`config.mk`:
```
export PLATFORM = sky130hd
export DESIGN_NAME = hyperbus_arbiter
export DESIGN_NICKNAME = d
export VERILOG_FILES = /design/src/rtl/hyperbus_arbiter.sv
export SDC_FILE = /design/constraint.sdc
export NUM_CORES = 1
export LEC_CHECK = 0
export ABC_AREA = 1
export CAP_MARGIN = 25
export CORE_ASPECT_RATIO = 0.6
export CORE_MARGIN = 1
export CORE_UTILIZATION = 33
export CTS_CLUSTER_SIZE = 30
export DETAILED_ROUTE_END_ITERATION = 8
export GPL_TIMING_DRIVEN = 0
export PLACE_DENSITY = 0.77
export SLEW_MARGIN = 20
export SYNTH_ARGS = -nofsm -noshare
export SYNTH_HDL_FRONTEND = slang
export SYNTH_SLANG_ARGS = --single-unit
```
`constraint.sdc`:
```
create_clock -name clk -period 1.55 [get_ports clk]
set_clock_uncertainty 0.2 [all_clocks]
set_input_delay 0.465 -clock clk [delete_from_list [all_inputs] [get_ports clk]]
set_output_delay 0.465 -clock clk [all_outputs]
set_load 0.05 [all_outputs]
```
`src/rtl/hyperbus_arbiter.sv`:
```
// hyperbus_arbiter: round-robin two-port burst arbiter/sequencer driving the hyperbus controller request inputs
module hyperbus_arbiter #(
  parameter int WIDTH = 8,
  parameter int ADDR_LENGTH = 32,
  parameter int LEN_WIDTH = 8,
  parameter int GAP_CYCLES = 4,
  parameter int TIMEOUT = 64,
  localparam int MW = 2*WIDTH/8
) (
  input  logic clk,
  input  logic rst,
  input  logic m0_req,
  input  logic m0_we,
  input  logic m0_reg_space,
  input  logic [ADDR_LENGTH-1:0] m0_adr,
  input  logic [LEN_WIDTH-1:0] m0_len,
  input  logic [2*WIDTH-1:0] m0_wdat,
  input  logic [MW-1:0] m0_mask,
  output logic m0_wready,
  output logic [2*WIDTH-1:0] m0_rdat,
  output logic m0_rvalid,
  output logic m0_done,
  output logic m0_err,
  input  logic m1_req,
  input  logic m1_we,
  input  logic m1_reg_space,
  input  logic [ADDR_LENGTH-1:0] m1_adr,
  input  logic [LEN_WIDTH-1:0] m1_len,
  input  logic [2*WIDTH-1:0] m1_wdat,
  input  logic [MW-1:0] m1_mask,
  output logic m1_wready,
  output logic [2*WIDTH-1:0] m1_rdat,
  output logic m1_rvalid,
  output logic m1_done,
  output logic m1_err,
  output logic [ADDR_LENGTH-1:0] hb_adr,
  output logic [2*WIDTH-1:0] hb_dat,
  output logic [MW:0] hb_mask,
  output logic hb_reg_space,
  output logic hb_wrq,
  output logic hb_rrq,
  input  logic hb_ready,
  input  logic hb_valid,
  input  logic [2*WIDTH-1:0] hb_rdat
);
  localparam int TW = $clog2(TIMEOUT + 1);
  localparam int GW = $clog2(GAP_CYCLES + 1);
  typedef enum logic [1:0] {IDLE, XFER, GAP} state_t;
  state_t state_q, state_d;
  logic gnt_q, gnt_d, last_q, last_d, we_q, we_d, reg_q, reg_d;
  logic wrq_q, wrq_d, rrq_q, rrq_d, done_q, done_d, err_q, err_d;
  logic [ADDR_LENGTH-1:0] adr_q, adr_d;
  logic [LEN_WIDTH-1:0] len_q, len_d, beat_q, beat_d;
  logic [TW-1:0] to_q, to_d;
  logic [GW-1:0] gap_q, gap_d;
  logic [MW-1:0] mask_lo;
  logic win, beat;
  assign win = (m0_req & m1_req) ? ~last_q : m1_req;
  assign beat = (wrq_q & hb_ready) | (rrq_q & hb_valid);
  always_comb begin
    state_d = state_q;
    gnt_d = gnt_q;
    last_d = last_q;
    we_d = we_q;
    reg_d = reg_q;
    adr_d = adr_q;
    len_d = len_q;
    beat_d = beat_q;
    to_d = to_q;
    gap_d = gap_q;
    wrq_d = wrq_q;
    rrq_d = rrq_q;
    done_d = 1'b0;
    err_d = 1'b0;
    case (state_q)
      IDLE: if (m0_req | m1_req) begin
        gnt_d = win;
        last_d = win;
        we_d = win ? m1_we : m0_we;
        reg_d = win ? m1_reg_space : m0_reg_space;
        adr_d = win ? m1_adr : m0_adr;
        len_d = win ? m1_len : m0_len;
        beat_d = '0;
        to_d = '0;
        wrq_d = we_d;
        rrq_d = ~we_d;
        state_d = XFER;
      end
      XFER: if (beat) begin
        to_d = '0;
        beat_d = beat_q + 1'b1;
        if (beat_q == len_q) begin
          wrq_d = 1'b0;
          rrq_d = 1'b0;
          done_d = 1'b1;
          gap_d = '0;
          state_d = GAP;
        end
      end else if (to_q == TW'(TIMEOUT - 1)) begin
        wrq_d = 1'b0;
        rrq_d = 1'b0;
        done_d = 1'b1;
        err_d = 1'b1;
        gap_d = '0;
        state_d = GAP;
      end else begin
        to_d = to_q + 1'b1;
      end
      GAP: if (gap_q == GW'(GAP_CYCLES - 1)) state_d = IDLE; else gap_d = gap_q + 1'b1;
      default: state_d = IDLE;
    endcase
  end
  always_ff @(posedge clk) begin
    if (rst) begin
      state_q <= IDLE;
      gnt_q <= 1'b0;
      last_q <= 1'b1;
      we_q <= 1'b0;
      reg_q <= 1'b0;
      adr_q <= '0;
      len_q <= '0;
      beat_q <= '0;
      to_q <= '0;
      gap_q <= '0;
      wrq_q <= 1'b0;
      rrq_q <= 1'b0;
      done_q <= 1'b0;
      err_q <= 1'b0;
    end else begin
      state_q <= state_d;
      gnt_q <= gnt_d;
      last_q <= last_d;
      we_q <= we_d;
      reg_q <= reg_d;
      adr_q <= adr_d;
      len_q <= len_d;
      beat_q <= beat_d;
      to_q <= to_d;
      gap_q <= gap_d;
      wrq_q <= wrq_d;
      rrq_q <= rrq_d;
      done_q <= done_d;
      err_q <= err_d;
    end
  end
  // outside a write beat window the controller sees a fully masked beat; idle stays at reset value
  assign mask_lo = wrq_q ? (gnt_q ? m1_mask : m0_mask) : (state_q == IDLE ? '0 : '1);
  assign hb_mask = {1'b0, mask_lo};
  assign hb_dat = wrq_q ? (gnt_q ? m1_wdat : m0_wdat) : '0;
  assign hb_adr = adr_q;
  assign hb_reg_space = reg_q;
  assign hb_wrq = wrq_q;
  assign hb_rrq = rrq_q;
  assign m0_wready = hb_ready & wrq_q & ~gnt_q;
  assign m1_wready = hb_ready & wrq_q & gnt_q;
  assign m0_rvalid = hb_valid & rrq_q & ~gnt_q;
  assign m1_rvalid = hb_valid & rrq_q & gnt_q;
  assign m0_rdat = (rrq_q & ~gnt_q) ? hb_rdat : '0;
  assign m1_rdat = (rrq_q & gnt_q) ? hb_rdat : '0;
  assign m0_done = done_q & ~gnt_q;
  assign m1_done = done_q & gnt_q;
  assign m0_err = err_q & ~gnt_q;
  assign m1_err = err_q & gnt_q;
endmodule

```
==> key figures <==
Run status
  • Status: complete, but fails checks
  • Violated checks: negative setup slack

Synthesis
  • Post-Synth Simple-Gate Area: 35.05%
  • Multiplexer area fraction after synthesis: 0%
  • Unique cell type count in the Yosys netlist: 35
  • Post-synthesis sequential area ratio: 37.05%
  • Ys flop type: dfxtp_1
  • Synth warn: 0
  • Largest family of logic cells by synthesized area: simple AND/OR/NAND/NOR gates
  • Compound-cell area share of the yosys netlist: 16.94%
  • Yosys reg bits: 67
  • Post-synth EDFFs: 0
  • Ys async rst share: 0%
  • XOR/XNOR Fraction of Synth Area: 0.2420%
  • Cells after synthesis: 560
  • Synthesized area per cell: 6.464 µm²
  • Adder-cell share of the synthesized area: 1.383%
  • Mapped Area: 0.003620 mm²
  • Syn_nets: 706

Critical path
  • Largest fanout on the critical path: 6
  • Crit path max-delay cell type: dfxtp_2
  • Reg2reg path depth: 11
  • Critical-path cell list: clkbuf_16 > buf_6 > o21ai_4 > nor2_4 > buf_6
  • Worst r2r src: beat_q[0]$_SDFFE_PP0P_
  • CP Class: flip-flop to primary output
  • Arrival time worst endpoint: 1490 ps
  • Reg2reg setup slack: -570 ps
  • Worst stage delay on the critical path: 370 ps
  • Required @ worst endpoint: 880 ps
  • Most used cell, CP: buf_6
  • Crit path to: hb_dat[3]
  • Crit path launch: gnt_q$_SDFFE_PP0P_
  • R2R Path End: hb_rrq$_SDFFE_PP0P_
  • Worst setup EP type: primary output
  • Startpoint Class: flip-flop

Timing
  • Final setup viols: 128
  • Max Clk Rate: 463.8 MHz
  • TNS Setup: -51,000 ps
  • Final Cycle Share: 139.1%
  • RSZ-0062 raised after global routing: yes
  • Count of final max-slew check failures: 0
  • Endpoints failing hold: 0
  • Crit path time final: 2156 ps
  • Worst-Margin Slew: 603.0 ps
  • Worst rel slew slack: 59.80%
  • Final Worst Setup Slack: -605.9 ps
  • Fin Hold WS: 275.9 ps

Clock network
  • Worst-path clk slew: 60 ps
  • Level count of the clock H-tree: 3
  • Num CTS Buffers: 9
  • CTS sink count: 67
  • Root Buffer: clkbuf_16
  • Worst skew pair latency: 350 ps
  • Hold Buf Count CTS: 0
  • Clk buf depth: 2
  • CTS tree: done

Worst hold path
  • Tightest Hold Check Type: flip-flop to flip-flop

Global routing
  • Remaining Overflow, GRT: 0
  • GRT Total Usage: 28.44%
  • Pin count of the biggest net entering global routing: 12
  • First-pass GRT wire length: 25,390 µm
  • Vias in the first global route: 5,114
  • Initial antenna violation count: 0

Routing
  • Via count: 5,684
  • Met3 wire length: 1767 µm
  • DRT met1 WL: 8336 µm
  • First drt pass iteration count: 6
  • Length of routed met2 wiring: 10,930 µm
  • Antenna-violating nets left: 0
  • Remaining DRCs: 0
  • DRT iter0 DRCs: 505
  • WL/cell: 22.01 µm
  • Drt total wl: 22,230 µm
  • DR top layer: met4
  • Drt via density: 5.628

Power
  • Sw frac: 42.42%
  • Pwr per Cell Area: 1065 mW/mm²
  • Static leakage: 0.003833 µW
  • Sequential share of power: 23.0%
  • Internal cell power: 5660 µW
  • Worst VDD drop: 0.7513 mV
  • Combinational share of power: 54.3%
  • Switch Pwr: 4171 µW
  • Clk pwr share: 22.7%

Cells and area
  • Commonest cells after routing, fill and taps aside: clkdlybuf4s50_1, nor2_1, buf_6
  • Layout cell share with drive strength beyond 1: 53.62%
  • Post-Layout Cell Count: 1,010
  • Layout area overhead: 155.0%
  • Post-layout net count: 1,012
  • Fillcell total: 420
  • # diodes: 0
  • Commonest non-fill, non-tap cell in the layout: clkdlybuf4s50_1

Placement
  • I/O Buffers: 233
  • Pre-CTS WS: -1139 ps
  • Hpwl dp: 10,530 µm
  • Routability Congestion: 0.8911
  • Placed Cells: 932

Floorplan
  • Full die area: 0.01141 mm²
  • Chip height: 83.13 µm
  • Placement row count: 29
  • I/O Pins: 236
  • Die width: 137.2 µm
  • Core area: 0.01063 mm²
  • Starting Density: 34.05%

Flow run
  • Number of max-cap violations: 0
-- power groups by stage --
stage	logic (µW)	clock network, µW	registers, µW
after floorplan	1790	0	2610
after global placement	3410	0	2130
after detailed placement	3470	0	2140
after CTS	4190	2190	2140
after global routing	5480	2310	2270
final	5340	2230	2260
-- metrics by stage --
| stage | utilization, % | area (µm²) | power (µW) |
|---|---|---|---|
| after floorplan | - | 4187 | 4398 |
| after global placement | 62.95 | 6693 | 5539 |
| after detailed placement | 62.95 | 6693 | 5607 |
| after CTS | 75.36 | 8011 | 8514 |
| after global routing | 86.81 | 9229 | 10060 |
| final | 86.81 | 9229 | 9831 |
-- synthesized netlist by cell type, types with 2 or more instances --
master    instances  area (µm²)
nor2_1          182       683.2
nand2_1         101       379.1
dfxtp_1          67        1341
inv_1            48       180.2
o31ai_1          34       255.2
o21ai_0          22       110.1
a21oi_1          20       100.1
clkbuf_1         14       52.55
nand3_1          11       55.05
buf_2             8       40.04
o32ai_1           7       61.31
nor3_1            6       30.03
nand2_2           5       31.28
ha_1              4       50.05
o22ai_1           4       25.02
buf_6             3       33.78
nor2_4            3       33.78
clkinv_1          2       7.510
nand4_1           2       12.51
nor2_2            2       12.51
-- cells by family after synthesis --
| group | after synthesis |
|---|---|
| AOI/OAI and AO/OA | 93 |
| xor gates and xnor gates | 1 |
| adders and majority gates | 4 |
| buffers and inverters | 79 |
| DFF | 67 |
| other | 1 |
| and+or+nand+nor | 315 |
-- worst min path at each step --
stage | startpoint | endpoint | slack, ps | cells after the start
6_report | hb_adr[12]$_SDFFE_PP0P_ | hb_adr[12]$_SDFFE_PP0P_ | 280 | 2
5_1_grt | hb_adr[12]$_SDFFE_PP0P_ | hb_adr[12]$_SDFFE_PP0P_ | 280 | 2
4_1_cts | rst | to_q[0]$_SDFFE_PP0P_ | 250 | 2
3_5_place_dp | hb_adr[8]$_SDFFE_PP0P_ | hb_adr[8]$_SDFFE_PP0P_ | 240 | 2
3_3_place_gp | hb_adr[8]$_SDFFE_PP0P_ | hb_adr[8]$_SDFFE_PP0P_ | 240 | 2
2_1_floorplan | last_q$_SDFFE_PP1P_ | last_q$_SDFFE_PP1P_ | 230 | 2
-- critical path, delay by kind of cell (launching register included) --
family,cells,cell delay [ps]
buf+inv,3,560
flops,1,370
simple gates,1,130
compound gates,1,80
-- state kept, by name, indices dropped and copies added (netlist names), 2 cells and up --
register,cells
to_q,7
state_q,2
beat_q,8
gap_q,3
hb_adr,32
len_q,8
-- what timing repair did --
item	in CTS	in global routing
resized for setup	818	236
buffers inserted	24	27
pin swaps	21	36
cloned	7	5
endpoints found under the setup margin	160	157
-- final cells by class --
type / count / area [µm²] / area share (%)
repair inverters: 1 / 11.26 / 0.1220
clock inverters: 1 / 8.758 / 0.09490
repair buffers: 294 / 3242 / 35.13
well taps: 139 / 173.9 / 1.884
clock buffers: 15 / 320.3 / 3.471
inverters: 52 / 241.5 / 2.617
flip-flops and latches: 67 / 1408 / 15.25
plain buffers: 27 / 380.4 / 4.121
multi-input cells: 414 / 3443 / 37.31
-- metal layers --
layer / vias up / GRT usage [%]
met4: 0 / 9.391
met1: 2739 / 33.62
met2: 394 / 50.37
met5: - / 0
met3: 126 / 6.288
li1: 2425 / -
(Power assumes the default switching activity.)
